### src/rtl/ps2_pkg.sv
// Shared types and constants for the PS/2 host transmitter and keyboard receiver path.
package ps2_pkg;

    typedef enum logic [2:0] {
        IDLE,
        INHIBIT,
        REQ,
        SHIFT,
        WAIT_IDLE,
        FAIL
    } ps2_tx_state_e;

    localparam logic [7:0] CMD_RESET    = 8'hFF;
    localparam logic [7:0] CMD_SET_LEDS = 8'hED;
    localparam logic [7:0] CMD_ECHO     = 8'hEE;
    localparam logic [7:0] RSP_ACK      = 8'hFA;

    // Integer cycle count for a duration in microseconds.
    function automatic int unsigned cyc_count(input int unsigned clk_hz, input int unsigned us);
        return clk_hz / 1_000_000 * us;
    endfunction

endpackage

### src/rtl/ps2_line_sync.sv
// Two-flop synchronizer for the PS/2 clock and data pads plus a falling-edge pulse on the clock.
module ps2_line_sync (
    input  logic clk,
    input  logic rst_n,
    input  logic clk_in,
    input  logic dat_in,
    output logic clk_s,
    output logic dat_s,
    output logic fall
);

    logic clk_m, clk_s0, clk_s1;
    logic dat_m, dat_s0;

    // Lines idle high, so the chain resets to 1 to avoid a false edge after reset.
    always_ff @(posedge clk or negedge rst_n) begin
        if (!rst_n) begin
            clk_m  <= 1'b1;
            clk_s0 <= 1'b1;
            clk_s1 <= 1'b1;
            dat_m  <= 1'b1;
            dat_s0 <= 1'b1;
        end else begin
            clk_m  <= clk_in;
            clk_s0 <= clk_m;
            clk_s1 <= clk_s0;
            dat_m  <= dat_in;
            dat_s0 <= dat_m;
        end
    end

    assign clk_s = clk_s0;
    assign dat_s = dat_s0;
    assign fall  = clk_s1 & ~clk_s0;

endmodule

### src/rtl/ps2_host_tx.sv
// PS/2 host-to-device command transmitter: inhibit, request-to-send, bit shifting on device
// clock falls, and line-ack check. Pad outputs are open-drain enables (1 = pull low).
module ps2_host_tx
    import ps2_pkg::*;
#(
    parameter int unsigned CLK_FREQ_HZ  = 50_000_000,
    parameter int unsigned INHIBIT_US   = 100,
    parameter int unsigned START_TMO_US = 15_000,
    parameter int unsigned FRAME_TMO_US = 2_000
) (
    input  logic          CLOCK_50,
    input  logic          resetn,
    input  logic [7:0]    tx_data,
    input  logic          tx_valid,
    output logic          tx_ready,
    input  logic          ps2_clk_in,
    input  logic          ps2_dat_in,
    output logic          ps2_clk_oe,
    output logic          ps2_dat_oe,
    output logic          busy,
    output logic          tx_done,
    output logic          tx_error,
    output ps2_tx_state_e state_dbg
);

    localparam int unsigned INHIBIT_CYC = cyc_count(CLK_FREQ_HZ, INHIBIT_US);
    localparam int unsigned START_CYC   = cyc_count(CLK_FREQ_HZ, START_TMO_US);
    localparam int unsigned FRAME_CYC   = cyc_count(CLK_FREQ_HZ, FRAME_TMO_US);
    localparam int unsigned MAX_A       = (INHIBIT_CYC > START_CYC) ? INHIBIT_CYC : START_CYC;
    localparam int unsigned MAX_CYC     = (MAX_A > FRAME_CYC) ? MAX_A : FRAME_CYC;
    localparam int          TMR_W       = $clog2(MAX_CYC);

    localparam logic [TMR_W-1:0] INHIBIT_LAST = TMR_W'(INHIBIT_CYC - 1);
    localparam logic [TMR_W-1:0] START_LAST   = TMR_W'(START_CYC - 1);
    localparam logic [TMR_W-1:0] FRAME_LAST   = TMR_W'(FRAME_CYC - 1);

    ps2_tx_state_e    state, state_n;
    logic [TMR_W-1:0] timer, timer_n;
    logic [3:0]       edge_cnt, edge_n;
    logic [7:0]       d, d_n;
    logic             par, par_n;
    logic             clk_oe_n, dat_oe_n;
    logic             clk_s, dat_s, fall;

    ps2_line_sync u_sync (
        .clk    (CLOCK_50),
        .rst_n  (resetn),
        .clk_in (ps2_clk_in),
        .dat_in (ps2_dat_in),
        .clk_s  (clk_s),
        .dat_s  (dat_s),
        .fall   (fall)
    );

    always_ff @(posedge CLOCK_50 or negedge resetn) begin
        if (!resetn) begin
            state      <= IDLE;
            timer      <= '0;
            edge_cnt   <= '0;
            d          <= '0;
            par        <= 1'b0;
            ps2_clk_oe <= 1'b0;
            ps2_dat_oe <= 1'b0;
        end else begin
            state      <= state_n;
            timer      <= timer_n;
            edge_cnt   <= edge_n;
            d          <= d_n;
            par        <= par_n;
            ps2_clk_oe <= clk_oe_n;
            ps2_dat_oe <= dat_oe_n;
        end
    end

    // Handshake: a byte is accepted on any cycle where tx_valid & tx_ready; tx_ready is high
    // only in IDLE, and a tx_valid seen in any other state is dropped, never queued.
    always_comb begin
        state_n  = state;
        timer_n  = timer;
        edge_n   = edge_cnt;
        d_n      = d;
        par_n    = par;
        clk_oe_n = ps2_clk_oe;
        dat_oe_n = ps2_dat_oe;
        tx_done  = 1'b0;
        tx_error = 1'b0;
        case (state)
            IDLE: begin
                if (tx_valid) begin
                    d_n      = tx_data;
                    par_n    = ~^tx_data;
                    timer_n  = '0;
                    edge_n   = '0;
                    clk_oe_n = 1'b1;
                    dat_oe_n = 1'b0;
                    state_n  = INHIBIT;
                end
            end
            INHIBIT: begin
                if (timer == INHIBIT_LAST) begin
                    clk_oe_n = 1'b0;
                    dat_oe_n = 1'b1;
                    timer_n  = '0;
                    state_n  = REQ;
                end else begin
                    timer_n = timer + 1'b1;
                end
            end
            REQ: begin
                if (fall) begin
                    edge_n   = 4'd1;
                    dat_oe_n = ~d[0];
                    timer_n  = '0;
                    state_n  = SHIFT;
                end else if (timer == START_LAST) begin
                    dat_oe_n = 1'b0;
                    state_n  = FAIL;
                end else begin
                    timer_n = timer + 1'b1;
                end
            end
            SHIFT: begin
                if (timer == FRAME_LAST) begin
                    dat_oe_n = 1'b0;
                    state_n  = FAIL;
                end else begin
                    timer_n = timer + 1'b1;
                    if (fall) begin
                        edge_n = edge_cnt + 4'd1;
                        // edge_cnt is the edge just completed; the new edge carries the next bit.
                        if (edge_cnt <= 4'd7) begin
                            dat_oe_n = ~d[edge_cnt[2:0]];
                        end else if (edge_cnt == 4'd8) begin
                            dat_oe_n = ~par;
                        end else if (edge_cnt == 4'd9) begin
                            dat_oe_n = 1'b0;
                        end else begin
                            dat_oe_n = 1'b0;
                            state_n  = dat_s ? FAIL : WAIT_IDLE;
                        end
                    end
                end
            end
            WAIT_IDLE: begin
                if (clk_s && dat_s) begin
                    tx_done = 1'b1;
                    state_n = IDLE;
                end else if (timer == FRAME_LAST) begin
                    state_n = FAIL;
                end else begin
                    timer_n = timer + 1'b1;
                end
            end
            FAIL: begin
                tx_error = 1'b1;
                clk_oe_n = 1'b0;
                dat_oe_n = 1'b0;
                state_n  = IDLE;
            end
            default: begin
                clk_oe_n = 1'b0;
                dat_oe_n = 1'b0;
                state_n  = IDLE;
            end
        endcase
    end

    assign tx_ready  = (state == IDLE);
    assign busy      = ~tx_ready;
    assign state_dbg = state;

endmodule
### config.mk
export PLATFORM = sky130hd
export DESIGN_NAME = ps2_host_tx
export DESIGN_NICKNAME = d
export VERILOG_FILES = /design/src/rtl/ps2_pkg.sv /design/src/rtl/ps2_line_sync.sv /design/src/rtl/ps2_host_tx.sv
export SDC_FILE = /design/constraint.sdc
export NUM_CORES = 1
export LEC_CHECK = 0
export BUFFER_PORTS_ARGS = -buffer_cell sky130_fd_sc_hd__buf_2
export CAP_MARGIN = 30
export CORE_MARGIN = 3
export CORE_UTILIZATION = 30
export DETAILED_ROUTE_END_ITERATION = 16
export GPL_ROUTABILITY_DRIVEN = 0
export PLACE_DENSITY = 0.55
export SETUP_SLACK_MARGIN = 0.1
export SLEW_MARGIN = 10
export SYNTH_ARGS = -nofsm -noshare
export SYNTH_HDL_FRONTEND = slang
export SYNTH_SLANG_ARGS = --single-unit
### constraint.sdc
create_clock -name CLOCK_50 -period 2.9 [get_ports CLOCK_50]
set_input_delay 0 -clock CLOCK_50 [delete_from_list [all_inputs] [get_ports CLOCK_50]]
set_output_delay 0 -clock CLOCK_50 [all_outputs]
set_load 0.02 [all_outputs]
* Word-level counts from Yosys, hierarchy flattened
Cells that the tools add are included.
** Word-level totals
- Bits in registers :: 43
- Input bits :: 13
** Cells by class
- Add/subtract/negate cells :: 2
- Order comparisons :: 2
- Eq/ne operators :: 23
- Muxes and demuxes :: 42
- Bitwise gates (word level) :: 8
- Reductions and logical operators :: 12
** Operators by type and width (count)
- $mux W20 :: 6
- $pmux W20 S5 :: 1
- $mux W3 :: 11
- $ne A3 B3 Y1 const B :: 7
- $add A20 B1 Y20 const B :: 1
- $eq A20 B13 Y1 const B :: 1
- $eq A20 B17 Y1 const B :: 1
- $eq A20 B20 Y1 const B :: 1
- $mux W4 :: 4
- $mux W1 :: 15
- $pmux W3 S5 :: 1
- $ne A2 B2 Y1 const B :: 6
- $pmux W4 S3 :: 1
- $reduce_and A5 Y1 :: 2
- $eq A4 B4 Y1 const B :: 2
- $reduce_and A8 Y1 :: 1
- $reduce_xnor A8 Y1 :: 1
- $not A1 Y1 :: 7
- $eq A3 B2 Y1 const B :: 2
- $eq A3 B3 Y1 const B :: 2
- $pmux W1 S5 :: 1
- $reduce_bool A5 Y1 :: 1
- $add A4 B1 Y4 const B :: 1
- $le A4 B3 Y1 const B :: 1
- other kinds (12) :: 12

* Logic depth before layout (Yosys ltp)
- Word-level depth :: 7
- Depth in mapped cells :: 8

* Modules after synthesis
A second synthesis with hierarchy kept.
** Unflattened totals
- Cell total of the unflattened synthesis :: 267
- Area total of the unflattened synthesis :: 2600.0 um^2
** By module, submodules not included
- ps2_host_tx :: times used 1, cells each 261, area each 2454.9 um^2
- ps2_line_sync :: times used 1, cells each 6, area each 145.1 um^2

* Worst setup path before layout
No wires, ideal clock.
- Kind :: reg2reg
- Start point :: register state[1], in the netlist state_dbg[1]
- End point :: register d[1]
- Setup time :: 125 ps
- Arrival time :: 2481 ps
- Required time :: 2775 ps
- Setup slack :: 294 ps
- Cell stages (with the launch flop) :: 7
- Cells stage by stage :: dfrtp_1 clkbuf_1 nor3_1 inv_1 nor2_1 buf_1 mux2_2
** Between the ends
- Longest elaborated chain between the ends :: 2
** Ends and longest elaborated chain
- start: declaration :: RTL line ps2_host_tx.sv:37 : ps2_tx_state_e state, state_n;
- start signal: assignment :: RTL line ps2_host_tx.sv:65 : state <= state_n;
- $logic_not A3 Y1
- via tx_ready :: RTL line ps2_host_tx.sv:15 : output logic tx_ready,
- $reduce_and A2 Y1 (no source line)
- end signal: assignment :: RTL line ps2_host_tx.sv:68 : d <= d_n;
- end: declaration :: RTL line ps2_host_tx.sv:40 : logic [7:0] d, d_n;
The timed path passes the listed nets, and every way through them passes these cells.
A chain may end at the register's enable or synchronous reset.

* Worst setup path in the final report
- Start point :: register timer[14]
- End point :: register timer[4]
** Between the ends
- Longest elaborated chain between the ends :: 4
** Ends and longest elaborated chain
- start: declaration :: RTL line ps2_host_tx.sv:38 : logic [TMR_W-1:0] timer, timer_n;
- start signal: assignment :: RTL line ps2_host_tx.sv:66 : timer <= timer_n;
- $eq A20 B17 Y1 :: RTL line ps2_host_tx.sv:123, ps2_host_tx.sv:148
- $mux W20 (2 in a row)
- $pmux W20 S5 :: RTL line ps2_host_tx.sv:87 : case (state)
Parallel ways exist; a longest one is shown, timed or not. The select of a mux whose other input is x is not followed.

==> summary.txt <==
Run status
  – Outcome: finished clean

Yosys
  – Synth Register Bits: 43
  – Yosys Warn Count: 0
  – Post-synth top area share: 36.3%
  – Synth area leaders: dfrtp_1, dfstp_2, nand2_1, mux2_2, a22o_1
  – Yosys top cell by area: dfrtp_1
  – Synth unique cells: 69
  – Asr flop ratio synth: 100%
  – Predominant post-synthesis flop cell: dfrtp_1
  – Seq/Total Area, Yosys: 41.3%
  – EDFF count, synth: 0
  – Area of the mapped netlist: 2620 sq um
  – Post-synth net total: 283
  – Cells after synthesis: 266
  – Syn_area_per_cell: 9.86 sq um

Power
  – Max rail drop VDD: 0.000232 V
  – Final Total Pwr: 0.00263 W
  – Pwr Density: 843 nW/um^2
  – Leak: 1.28 nW

Route
  – Total number of vias: 2177
  – Initial DRC Count: 155
  – WL per Instance: 15.5 um
  – Pre-antenna DRT Iters: 4
  – Drt via density: 5.30
  – Post-route ant nets: 0
  – DRC: 0
  – Routed wire length: 6.37 mm

Place
  – Dpl cell area: 2870 sq um
  – Post-DP HPWL: 4.66 mm
  – Port Buffers: 21

Hold path
  – Hold path start: tx_valid
  – Hold path endpoint: ps2_clk_oe
  – Hold Crit Depth: 3
  – HP Class: in2reg

CTS
  – CTS Buf Count: 5
  – TritonCTS clock tree: built
  – Clk sinks: 43
  – Worst skew pair latency: 300 ps
  – Reg clk slew, reported paths: 90 ps
  – Clk root buf: clkbuf_8
  – Post-CTS resize count: 0
  – H-tree depth: 2
  – Clock Path Buffers: 2

Worst setup path
  – Type of the worst setup path: reg2reg
  – Crit. End Element: register
  – Reg2reg path depth: 6
  – Crit path required time: 3090 ps
  – R2R Path End: timer[4]
  – CP startpoint kind: register
  – Peak fanout along the critical path: 16
  – Slowest CP cell: or4_4
  – Critical Path AT: 2800 ps
  – Reg-to-reg slack, setup: 290 ps
  – Reg-to-reg startpoint: timer[14]
  – Max stage delay on crit path: 550 ps
  – Critical-path cell list: or4_4, nor4b_4, nand3_2, o21bai_4, nor2_2, a221o_1

Timing
  – Unrepaired setup endpoints after global routing: no
  – Fin crit period: 2610 ps
  – Hold Fails Final Rpt: 0
  – Final setup viols: 0
  – Slew Viols, Final: 0
  – Worst slew pin tran: 568 ps
  – Setup_tns: 0 ps
  – Skew final: 5.13 ps
  – Crit share post-route: 90.0%
  – Relative slew slack: 61.6%
  – Max Freq: 383 MHz

Floorplanning
  – Die X: 99.5 um
  – Core Area: 8340 sq um
  – Num rows: 33
  – Initial Utilization: 31.4%
  – Boundary pin count: 22
  – Die H: 99.5 um
  – Die ar.: 9900 sq um

Job
  – Maxcap violations: 0

Finish
  – Final instance area: 3120 sq um
  – Commonest non-fill, non-tap cell in the layout: dfrtp_1
  – Most frequent cells in the layout: dfrtp_1, nand2_1, buf_2, nor2_1, nand3_1
  – FF/Latch Area: 1080 sq um
  – # fillers: 851
  – # nets final: 322
  – Antenna fix cells: 0
  – Layout cells sized above 1: 25.2%
  – Multi-input logic area: 1430 sq um
  – Synth-to-layout area growth: 18.8%

Global route
  – Vias in the first global route: 2175
  – Largest net degree at the start of global routing: 35
  – Global-route usage over all layers: 13.5%
  – First-pass GRT wire length: 11.0 mm
  – Initial antenna violation count: 0
  – Global route overflow: 0
[critical path, delay by kind of cell, from the launching register on]
family          cells  cell delay [ps]
compound gates      2              780
simple gates        4             1310
flops               1              410
[what timing repair did]
| item | in CTS | in global routing |
|---|---|---|
| setup buffers | 0 | 0 |
| endpoints found under the hold margin | 48 | 0 |
| hold buffers | 11 | 0 |
[synth_stat cells, types with 4 or more instances]
library cell,count
a2bb2oi_1,4
nand3_1,13
inv_1,9
dfrtp_1,38
o21ai_2,4
o21ai_0,12
nand2_1,29
mux2_2,9
a21oi_1,6
nor2_1,16
nand2b_1,4
dfstp_2,5
nand4_1,4
o31ai_1,5
nor3_1,6
nor4_1,5
xnor2_1,7
nor2b_1,4
and2_1,4
a22o_1,9
a31oi_1,5
a21o_1,5
ha_1,4
[layer usage]
metal / up-vias / part of all wire [%] / track usage (%)
li1: 1080 / - / -
met1: 1060 / 49 / 18.9
met2: 33 / 47 / 21.9
met3: 4 / 3.1 / 2.45
met4: 0 / 0.64 / 2.52
met5: - / 0 / 0
[where the power goes]
part	switching (W)	internal, W
clock network	0.000213	0.000344
logic	0.000662	0.000531
registers	0.000135	0.000741
total	0.00101	0.00162
[logic make-up after synthesis]
group | Yosys count | synth area share, %
xor gates and xnor gates | 7 | 2.34
AOI/OAI and AO/OA | 71 | 20.6
adders and majority gates | 4 | 1.91
muxes | 13 | 6.39
DFF | 43 | 41.3
buffers and inverters | 19 | 4.10
and+or+nand+nor | 109 | 23.4
[final cells by class]
cell class,count,share of cell area [%]
Clock buffer,6,2.33
Clock inverter,2,1.93
Inverter,9,1.08
Multi-Input combinational cell,204,46.0
Sequential cell,43,34.7
Tap cell,105,4.22
Timing Repair Buffer,42,9.72
[worst max-delay path by stage]
stage               slack, ps        to  cells past startpoint         start
finish                    290  timer[4]                      6     timer[14]
global route              140  timer[4]                      6     timer[17]
CTS                       320  timer[4]                      6     timer[14]
detailed placement        340  timer[4]                      6     timer[14]
global placement          360  timer[4]                      6     timer[14]
floorplan                 290      d[1]                      6  state_dbg[1]
[through the flow]
step / util [%] / setup slack, ps / std cells / hold WS (ps)
after detailed placement: 34.4 / 338 / 392 / -107
after floorplan: - / 294 / 266 / -296
final: 37.4 / 289 / 411 / 98.4
after CTS: 37.4 / 319 / 411 / 92.6
after global routing: 37.4 / 144 / 411 / 112
after global placement: 34.2 / 359 / 391 / 105
[flip-flops by register name, indices dropped and copies added (netlist names)]
register	count
u_sync.dat_m	1
edge_cnt	4
timer	20
ps2_clk_oe	1
state_dbg	3
ps2_dat_oe	1
u_sync.clk_s	1
par	1
u_sync.clk_m	1
u_sync.dat_s	1
u_sync.clk_s1	1
d	8
Note: power is estimated with default switching activity, not from simulation.
